`src/rtl/isa_pkg.sv`:
```
// Shared ISA constants for the 19-bit instruction format, used by both the encoder/loader and the decoder.
package isa_pkg;

    localparam int INSTR_W  = 19;
    localparam int OPCODE_W = 5;
    localparam int REG_W    = 4;
    localparam int IMM_W    = 10;
    localparam int JADDR_W  = 14;

    localparam int OP_LSB   = 14;
    localparam int RD_LSB   = 10;
    localparam int RS1_LSB  = 6;
    localparam int RS2_LSB  = 2;
    localparam int IMM_LSB  = 0;
    localparam int JADDR_LSB = 0;

    typedef enum logic [1:0] {
        FMT_R   = 2'd0,
        FMT_I   = 2'd1,
        FMT_J   = 2'd2,
        FMT_BAD = 2'd3
    } fmt_e;

endpackage

```
`src/rtl/instr_encoder.sv`:
```
// Pure combinational field packer: format + fields -> 19-bit instruction word, plus an illegal-format flag.
module instr_encoder
    import isa_pkg::*;
(
    input  fmt_e                i_fmt,
    input  logic [OPCODE_W-1:0] i_opcode,
    input  logic [REG_W-1:0]    i_rd,
    input  logic [REG_W-1:0]    i_rs1,
    input  logic [REG_W-1:0]    i_rs2,
    input  logic [IMM_W-1:0]    i_imm,
    input  logic [JADDR_W-1:0]  i_addr,
    output logic [INSTR_W-1:0]  o_word,
    output logic                o_illegal
);

    always_comb begin
        // NOTE: every output gets a default before the case so no path leaves it unassigned (no latch).
        o_word    = '0;
        o_illegal = 1'b0;
        o_word[OP_LSB +: OPCODE_W] = i_opcode;
        case (i_fmt)
            FMT_R: begin
                o_word[RD_LSB  +: REG_W] = i_rd;
                o_word[RS1_LSB +: REG_W] = i_rs1;
                o_word[RS2_LSB +: REG_W] = i_rs2;
            end
            FMT_I: begin
                o_word[RD_LSB  +: REG_W] = i_rd;
                o_word[IMM_LSB +: IMM_W] = i_imm;
            end
            FMT_J: begin
                o_word[JADDR_LSB +: JADDR_W] = i_addr;
            end
            default: begin
                o_word    = '0;
                o_illegal = 1'b1;
            end
        endcase
    end

endmodule

```
`src/rtl/instr_encoder_loader.sv`:
```
// Session-based loader: accepts a valid/ready stream of instruction fields, encodes them and writes
// consecutive imem words from a base address, flagging overflow and illegal formats.
module instr_encoder_loader
    import isa_pkg::*;
#(
    parameter int PC_W  = 8,
    parameter int DEPTH = 256
) (
    input  logic                clk,
    input  logic                rst_n,
    input  logic                start,
    input  logic [PC_W-1:0]     base_addr,
    input  logic                in_valid,
    output logic                in_ready,
    input  logic [1:0]          in_fmt,
    input  logic [OPCODE_W-1:0] in_opcode,
    input  logic [REG_W-1:0]    in_rd,
    input  logic [REG_W-1:0]    in_rs1,
    input  logic [REG_W-1:0]    in_rs2,
    input  logic [IMM_W-1:0]    in_imm,
    input  logic [JADDR_W-1:0]  in_addr,
    input  logic                in_last,
    output logic                mem_we,
    output logic [PC_W-1:0]     mem_addr,
    output logic [INSTR_W-1:0]  mem_wdata,
    output logic                busy,
    output logic                done,
    output logic                err,
    output logic [PC_W:0]       count
);

    typedef enum logic [1:0] {
        S_IDLE = 2'd0,
        S_LOAD = 2'd1,
        S_DONE = 2'd2,
        S_ERR  = 2'd3
    } state_e;

    localparam logic [PC_W-1:0] LAST_ADDR = PC_W'(DEPTH - 1);

    state_e               r_state;
    logic [PC_W-1:0]      r_ptr;
    logic [PC_W:0]        r_count;
    logic                 r_mem_we;
    logic [PC_W-1:0]      r_mem_addr;
    logic [INSTR_W-1:0]   r_mem_wdata;
    logic                 r_done;
    logic                 r_err;

    logic [INSTR_W-1:0]   w_word;
    logic                 w_illegal;
    logic                 w_accept;
    logic                 w_at_end;

    instr_encoder u_encoder (
        .i_fmt     (fmt_e'(in_fmt)),
        .i_opcode  (in_opcode),
        .i_rd      (in_rd),
        .i_rs1     (in_rs1),
        .i_rs2     (in_rs2),
        .i_imm     (in_imm),
        .i_addr    (in_addr),
        .o_word    (w_word),
        .o_illegal (w_illegal)
    );

    // start steals the cycle so a beat presented alongside it is not consumed.
    assign in_ready = (r_state == S_LOAD) && !start;
    assign w_accept = in_valid && in_ready;
    assign w_at_end = (r_ptr >= LAST_ADDR);

    // NOTE: sequential state uses non-blocking assignments so every register samples pre-edge values.
    always_ff @(posedge clk or negedge rst_n) begin
        if (!rst_n) begin
            r_state     <= S_IDLE;
            r_ptr       <= '0;
            r_count     <= '0;
            r_mem_we    <= 1'b0;
            r_mem_addr  <= '0;
            r_mem_wdata <= '0;
            r_done      <= 1'b0;
            r_err       <= 1'b0;
        end else begin
            r_mem_we <= 1'b0;
            if (start) begin
                r_state <= S_LOAD;
                r_ptr   <= base_addr;
                r_count <= '0;
                r_done  <= 1'b0;
                r_err   <= 1'b0;
            end else if (w_accept) begin
                if (w_illegal) begin
                    r_err   <= 1'b1;
                    r_state <= S_ERR;
                end else begin
                    r_mem_we    <= 1'b1;
                    r_mem_addr  <= r_ptr;
                    r_mem_wdata <= w_word;
                    r_count     <= r_count + (PC_W+1)'(1);
                    // The pointer parks on the last word rather than wrapping back to 0.
                    if (!w_at_end) begin
                        r_ptr <= r_ptr + PC_W'(1);
                    end
                    if (in_last) begin
                        r_state <= S_DONE;
                        r_done  <= 1'b1;
                    end else if (w_at_end) begin
                        r_state <= S_ERR;
                        r_err   <= 1'b1;
                    end
                end
            end
        end
    end

    assign mem_we    = r_mem_we;
    assign mem_addr  = r_mem_addr;
    assign mem_wdata = r_mem_wdata;
    assign busy      = (r_state == S_LOAD);
    assign done      = r_done;
    assign err       = r_err;
    assign count     = r_count;

endmodule

```
`config.mk`:
```
export PLATFORM = sky130hd
export DESIGN_NAME = instr_encoder_loader
export DESIGN_NICKNAME = d
export VERILOG_FILES = /design/src/rtl/isa_pkg.sv /design/src/rtl/instr_encoder.sv /design/src/rtl/instr_encoder_loader.sv
export SDC_FILE = /design/constraint.sdc
export NUM_CORES = 1
export LEC_CHECK = 0
export BUFFER_PORTS_ARGS = -buffer_cell sky130_fd_sc_hd__buf_2
export CORE_MARGIN = 4
export CORE_UTILIZATION = 40
export DETAILED_ROUTE_END_ITERATION = 16
export GPL_TIMING_DRIVEN = 0
export PLACE_DENSITY = 0.68
export REMOVE_ABC_BUFFERS = 1
export SLEW_MARGIN = 20
export SYNTH_ARGS = -nofsm -noshare
export SYNTH_HDL_FRONTEND = slang
export SYNTH_HIERARCHICAL = 1
export SYNTH_SLANG_ARGS = --single-unit
```
`constraint.sdc`:
```
create_clock -name clk -period 2.2 [get_ports clk]
set_input_delay 0 -clock clk [delete_from_list [all_inputs] [get_ports clk]]
set_output_delay 0 -clock clk [all_outputs]
set_load 0.05 [all_outputs]
```
==> results of run 1 <==
[how the worst min path moves through the flow]
stage	startpoint	to	slack, ps	depth (start not counted)
3_3_place_gp	base_addr[6]	r_ptr[6]	210	3
6_report	in_opcode[2]	mem_wdata[16]	20	4
4_1_cts	in_opcode[4]	mem_wdata[18]	10	4
5_1_grt	in_opcode[1]	mem_wdata[15]	40	4
3_5_place_dp	base_addr[3]	r_ptr[3]	220	3
2_1_floorplan	rst_n	count[0]	-300	0
[tightest hold or removal path, cell delays in order]
cell	delay, ps
sky130_fd_sc_hd__buf_2	70
sky130_fd_sc_hd__nor2b_1	110
sky130_fd_sc_hd__nand2_1	50
sky130_fd_sc_hd__nand2_1	50
[layer usage]
| layer | wire length, µm | part of all wire [%] |
|---|---|---|
| met1 | 2920 | 45 |
| met2 | 3010 | 47 |
| met3 | 390 | 6.1 |
| met4 | 115 | 1.8 |
| met5 | 0 | 0 |
[state kept, by name, summed over array words and instances, names as in the netlist]
signal,count
mem_wdata,19
count,9
mem_addr,8
r_ptr,8
r_state,2
done,1
err,1
mem_we,1
[what timing repair did]
action | 4_1_cts | 5_1_grt
hold buffers | 10 | 0
endpoints found under the hold margin | 59 | 0
resized for setup | 1 | 2
setup endpoints to repair | 2 | 1
[final cells by class]
| class | instances | share of cell area [%] |
|---|---|---|
| clock inverters | 1 | 0.157 |
| inverters | 5 | 0.745 |
| clock buffers | 7 | 3.02 |
| repair buffers | 106 | 18.3 |
| flip-flops and latches | 49 | 38.4 |
| multi-input cells | 215 | 36.5 |
| well taps | 75 | 2.94 |
[power groups by stage]
stage / Combinational, µW / Sequential (µW) / Clock (µW)
after floorplan: 215 / 1500 / 0
after global placement: 837 / 1130 / 0
after detailed placement: 849 / 1130 / 0
final: 859 / 1110 / 572
after global routing: 923 / 1140 / 641
after CTS: 865 / 1120 / 596
[logic make-up after synthesis]
kind of cell / after synthesis
compound gates: 46
xor+xnor: 6
fa+ha+maj: 6
buf+inv: 22
flops: 49
simple gates: 157
[layout by cell type, fill, tap and decap left out, types with 5 or more instances in the layout]
cell                              n
sky130_fd_sc_hd__nor2_1          21
sky130_fd_sc_hd__a222oi_1         8
sky130_fd_sc_hd__dlygate4sd3_1   10
sky130_fd_sc_hd__clkbuf_8         7
sky130_fd_sc_hd__buf_2           95
sky130_fd_sc_hd__dfrtp_1         49
sky130_fd_sc_hd__ha_1             6
sky130_fd_sc_hd__nand2_1        101
sky130_fd_sc_hd__a21oi_1         11
sky130_fd_sc_hd__nand4_1          5
sky130_fd_sc_hd__o21ai_0          5
sky130_fd_sc_hd__nor2b_1          8
[stage by stage]
stage	cell area [µm²]	std cells
6_report	3190	458
5_1_grt	3190	458
4_1_cts	3180	458
3_5_place_dp	2980	440
3_3_place_gp	2980	440
2_1_floorplan	2400	269
==> out/results.env, run 1 <==
TIMING.CRITICAL_PATH.DEPTH=5
SYNTH.LIB_CELLS_USED.DISTINCT=44
DRT-VIAS-PER-INSTANCE=5.12
CRITICAL-PATH-TOP-DELAY-FAMILY='simple AND/OR/NAND/NOR gates'
CTSLONGESTPATHBUFFERS=2
FIRST_PASS_ITERS=5
MAX_FREQ_MHz=545
WORST_SKEW_PAIR.LATE_LATENCY_PS=300
SYNTH-XOR-AREA-SHARE_PCT=2.09
DRIVE_GT1_SHARE_PCT=28.2
TIMING.SETUP.TNS_PS=0
CTS_POST_SETUP_BUFFERS_INSERTED=0
CP.BUFFERS_INVERTERS=0
ANTENNA_FOUND_INITIAL=0
GRT_FIRST_PASS_WIRELENGTH_MM=10.7
FINAL_NET_COUNT=444
SEQUENTIAL_FRACTION_OF_DESIGN_POWER_PCT=43.8
PRECTSSETUPSLACK_PS=-383
R2R_START='r_ptr[1]'
VIA_COUNT_OF_THE_FIRST_GLOBAL_ROUTING_PASS=2270
TOTAL_WIRE_LENGTH_AFTER_DETAILED_ROUTING_MM=6.43
SYNTH_ENABLE_FLOP_CELLS=0
TRITONCTS='done'
TIMING.FINAL.CRIT_SHARE_PCT=83.4
CTS.REPORTEDPATHS.CLKPINSLEW_PS=90
FLOORPLAN.INITIALDENSITY_PCT=41.8
STATUS='finished clean'
FF2FF_PATH_DEPTH=5
MAXSLEWVIOLCOUNT=0
LAYOUT.CORE_UTILIZATION_PCT=53.0
MAX_SLEW_MARGIN_PCT=43.9
RSZ0062_AT_GRT='no'
P_PER_AREA_mW_PER_MM2=797
CORE_AREA_MM2=0.00603
FINALSETUPVIOLCOUNT=0
POST_DRT_WL_PER_CELL_UM=14.0
SYNTH.FF_LATCH_COUNT=49
CTS_MADE_BUFFERS=5
REQUIRED_PS=2420
PART_OF_THE_YOSYS_AREA_USED_FOR_SEQUENTIAL_ELEMENTS_PCT=48.7
DR_TOTAL_VIAS=2347
GRT_OVERFLOW=0
SYNTH_FLOP_CELL='sky130_fd_sc_hd__dfrtp_1'
GP_ROUTABILITY_CONGESTION=0.817
WORST-SLEW-PIN-TRANSITION_PS=841
LARGEST_FAMILY_OF_LOGIC_CELLS_BY_SYNTHESIZED_AREA='simple AND/OR/NAND/NOR gates'
FINAL_ANTENNA_NET_COUNT=0
DIEAREA_MM2=0.00763
KIND_OF_END_POINT_OF_THE_CRITICAL_PATH='flop'
POWER_SWITCHING_uW=1010
FILL_CELLS=581
GRTUSAGEMET3_PCT=3.03
HOLDWS_PS=23.2
CRITICAL_PATH.CELL_CHAIN='ha_1 -> nand3_1 -> nor2_1 -> o311ai_0 -> a21oi_1'
SYNTHADDERAREAFRAC_PCT=2.98
CTS_SINKS=49
CLKPWRFRAC_PCT=22.5
FIN_TOTAL_PWR_uW=2550
POST_SYNTH_MUX_AREA_SHARE_PCT=0
SYNTH_COMPOUND_GATE_AREA_SHARE_PCT=12.9
YS_TOP_CELLS_BY_COUNT='sky130_fd_sc_hd__nand2_1 (101), sky130_fd_sc_hd__dfrtp_1 (49), sky130_fd_sc_hd__nor2_1 (21), sky130_fd_sc_hd__a21oi_1 (11)'
BOUNDARYPINS=97
SYN-MEAN-INSTANCE-AREA_UM2=8.81
CTSHTREEMAXLEVEL=2
CTSROOTBUFFERMASTER='sky130_fd_sc_hd__clkbuf_8'
CP_MAX_FO=9
LAYOUT_SETUP_WS_PS=365
SWITCHING_POWER_AS_A_SHARE_OF_TOTAL_POWER_PCT=39.8
MAXIMUM_NUMBER_OF_PINS_ON_ONE_NET_BEFORE_GLOBAL_ROUTE_REPAIR=50
GROUTE.LAYER.MET1.USAGE_PCT=23.4
TIMING.CRITICAL_PATH.ARRIVAL_PS=2060
YOSYS.AREA.TOP_TYPE='sky130_fd_sc_hd__dfrtp_1'
POST_SYNTH_AND_OR_NAND_NOR_AREA_FRACTION_PCT=28.1
ASYNCSETRESETFLOPFRACSYNTH_PCT=100
NUMBER_OF_HOLD_VIOLATIONS_IN_THE_FINAL_REPORT=0
SYNTH-WARNING-COUNT=6
SYNTHCELLS=286
WORST_SETUP_PATH_ENDPOINT='r_state[1]'
CRIT_PATH_MAX_INCR_DELAY_PS=490
RR_ENDPOINT='r_state[1]'
CELLLEAKAGEPOWER_uW=0.00167
FINALCRITICALPERIOD_PS=1840
PORTBUFFERS=96
DIE_H_UM=87.4
SYNTH_TOP_AREA_SHARE_PCT=48.7
DRC_VIOLATIONS_LEFT=0
AREA.GROWTH.SYNTH_TO_FINAL_PCT=26.8
CELL_INTERNAL_PWR_uW=1530
WORST_HOLD_PATH_TYPE='in -> reg'
SYNTH.TOP_CELLS.BY_AREA='sky130_fd_sc_hd__dfrtp_1 (49%), sky130_fd_sc_hd__nand2_1 (15%), sky130_fd_sc_hd__a222oi_1 (3.2%)'
R2R_SETUP_SLACK_PS=360
WORST_SETUP_PATH_STARTPOINT='r_ptr[1]'
FINAL-SEQ-AREA_MM2=0.00123
CRITPATHKIND='reg -> reg'
WORST_IR_DROP_VDD_V=0.000386
CRITICAL_PATH.SLOWEST_CELL='sky130_fd_sc_hd__nor2_1'
FIN_WORST_SKEW_PS=7.95
WORSTSETUPSTARTPOINTTYPE='flop'
DETAILEDPLACEMENTHPWL_MM=4.44
GLOBALROUTEMET2UTIL_PCT=28.6
ROWS=28
DIEWIDTH_UM=87.4
N_ANTENNA_CELL=0
POST-SYNTH-TOP-COUNT-CELL='sky130_fd_sc_hd__nand2_1'
DRTITER0DRC=135
COMBPWRFRAC_PCT=33.7
GRT_UTIL_ALL_LAYERS_PCT=17.5
SYN_AREA_MM2=0.00252
MULTI_INPUT_AREA_MM2=0.00116
GRT_MOST_USED_LAYER='met2'
MAXCAPVIOLATIONS=0
Note: power is estimated with default switching activity, not from simulation.
==> run 2: changes to the inputs <==
clock period = 1.7 ns   (was 2.2 ns; I/O delays follow)
==> out/results.env, run 2 (same netlist as run 1, synthesis figures left out) <==
STATUS='finished clean'
AREA.GROWTH.SYNTH_TO_FINAL_PCT=31.0
DRT-VIAS-PER-INSTANCE=5.16
CP_COMMON_CELL='sky130_fd_sc_hd__nand2_1'
DETAILEDPLACEMENTHPWL_MM=4.44
MAXSLEWVIOLCOUNT=0
WORST_IR_DROP_VDD_V=0.000515
GRT_UTIL_ALL_LAYERS_PCT=18.2
ROWS=28
MAXCAPVIOLATIONS=0
POST_DRT_WL_PER_CELL_UM=14.8
CTSHTREEMAXLEVEL=2
CRITPATHKIND='reg -> reg'
CORE_AREA_MM2=0.00603
FIN_TOTAL_PWR_uW=3340
FINALCRITICALPERIOD_PS=1620
CTS_SINKS=49
MAX_FREQ_MHz=619
TIMING.CRITICAL_PATH.ARRIVAL_PS=1850
VIA_COUNT_OF_THE_FIRST_GLOBAL_ROUTING_PASS=2291
FILL_CELLS=573
GRT_OVERFLOW=0
CRITICAL_PATH.CELL_CHAIN='nand3b_1 -> or3_4 -> buf_12 -> buf_4 -> inv_6 -> nand2_1 -> nand2_1'
CELLLEAKAGEPOWER_uW=0.00171
TOTAL_WIRE_LENGTH_AFTER_DETAILED_ROUTING_MM=6.90
CRITICAL_PATH.SLOWEST_CELL='sky130_fd_sc_hd__dfrtp_1'
MAX_SLEW_MARGIN_PCT=58.4
WORST-SLEW-PIN-TRANSITION_PS=625
MOSTFREQUENTLAYOUTCELL='sky130_fd_sc_hd__nand2_1'
DIEWIDTH_UM=87.4
WORST_SKEW_PAIR.LATE_LATENCY_PS=300
WORSTSETUPSTARTPOINTTYPE='flop'
NUMBER_OF_HOLD_VIOLATIONS_IN_THE_FINAL_REPORT=0
P_PER_AREA_mW_PER_MM2=1010
CTSROOTBUFFERMASTER='sky130_fd_sc_hd__clkbuf_8'
PRECTSSETUPSLACK_PS=-883
GP_ROUTABILITY_CONGESTION=0.817
LAYOUT.CORE_UTILIZATION_PCT=54.8
DRTITER0DRC=158
FLIP_FLOP_COUNT_OF_THE_LARGEST_REGISTER_AFTER_LAYOUT=19
DIEAREA_MM2=0.00763
KIND_OF_END_POINT_OF_THE_CRITICAL_PATH='flop'
CTS_MADE_BUFFERS=5
DRC_VIOLATIONS_LEFT=0
DRIVE_GT1_SHARE_PCT=30.8
CP.BUFFERS_INVERTERS=3
CRITICAL-PATH-TOP-DELAY-FAMILY='simple AND/OR/NAND/NOR gates'
CTS.REPORTEDPATHS.CLKPINSLEW_PS=80
BOUNDARYPINS=97
LAYOUT_SETUP_WS_PS=83.4
TRITONCTS='done'
WORST_HOLD_PATH_TYPE='in -> reg'
FINAL_ANTENNA_NET_COUNT=0
FINALSETUPVIOLCOUNT=0
FINAL_NET_COUNT=451
REQUIRED_PS=1940
FIN_WORST_SKEW_PS=7.31
FLOORPLAN.INITIALDENSITY_PCT=41.8
CP_MAX_FO=15
MOSTFREQUENTLAYOUTCELLS='sky130_fd_sc_hd__nand2_1 (101), sky130_fd_sc_hd__buf_2 (95), sky130_fd_sc_hd__dfrtp_1 (49), sky130_fd_sc_hd__nor2_1 (20), sky130_fd_sc_hd__a21oi_1 (11)'
HOLDWS_PS=22.5
PORTBUFFERS=96
CTSLONGESTPATHBUFFERS=2
MAXIMUM_NUMBER_OF_PINS_ON_ONE_NET_BEFORE_GLOBAL_ROUTE_REPAIR=50
DR_TOTAL_VIAS=2401
CRIT_PATH_MAX_INCR_DELAY_PS=420
TIMING.FINAL.CRIT_SHARE_PCT=95.1
FIRST_PASS_ITERS=5
ANTENNA_FOUND_INITIAL=0
N_ANTENNA_CELL=0
DIE_H_UM=87.4
RSZ0062_AT_GRT='no'
GRT_FIRST_PASS_WIRELENGTH_MM=11.0
## run 2: cell types whose count changed in the layout (fill, tap and decap cells not counted), sizes merged
cell	previous run	this run
buf	96	101
or3	3	4
inv	5	6
## run 2: power breakdown
group / internal [µW] / switching [µW] / total (µW)
clock network: 368 / 374 / 743
logic: 313 / 839 / 1150
registers: 1330 / 119 / 1440
total: 2010 / 1330 / 3340
## run 2: worst register-to-register path: stages, from the launching register on
cell	delay, ps
sky130_fd_sc_hd__dfrtp_1	420
sky130_fd_sc_hd__nand3b_1	190
sky130_fd_sc_hd__or3_4	380
sky130_fd_sc_hd__buf_12	160
sky130_fd_sc_hd__buf_4	150
sky130_fd_sc_hd__inv_6	130
sky130_fd_sc_hd__nand2_1	80
sky130_fd_sc_hd__nand2_1	50
## run 2: metrics by stage
stage          instance area [µm²]  setup TNS (ps)  instances
2_1_floorplan                 2400           -2800        269
6_report                      3300               0        465
4_1_cts                       3230               0        461
3_5_place_dp                  2980          -22730        440
3_3_place_gp                  2980          -36460        440
5_1_grt                       3300               0        465
## run 2: what timing repair did
item                       CTS  global route
buffers inserted             2             3
hold buffers                10             0
pin swaps                    2             5
gates resized for setup      7            10
gates cloned                 1             1
setup endpoints to repair   38            26
hold endpoints to repair    59             0
## run 2: metal layers
metal,part of all wire (%),wire [µm],track usage (%)
met4,1.1,73,4.88
met1,47,3230,24.7
met3,5.0,345,3.03
met2,47,3250,30.0
met5,0,0,0
## run 2: area by class of cell
class	count	area [µm²]	area share, %
clock buffers	7	96.3	2.92
clock inverters	1	5.00	0.152
inverters	5	31.3	0.948
multi-input cells	216	1200	36.4
flip-flops and latches	49	1230	37.1
well taps	75	93.8	2.84
repair buffers	111	637	19.3
repair inverters	1	8.76	0.265
## run 2: final timing paths
check / start / endpoint / slack (ps) / cells past startpoint
setup / recovery: r_state[1] / mem_wdata[13] / 80 / 7
hold / removal: in_opcode[4] / mem_wdata[18] / 20 / 4
setup reg to reg: r_state[1] / mem_wdata[13] / 80 / 7
hold reg to reg: mem_wdata[1] / mem_wdata[1] / 480 / 2
max in group asynchronous: rst_n / mem_wdata[5] / 1020 / 2
min in group asynchronous: rst_n / count[5] / 260 / 2
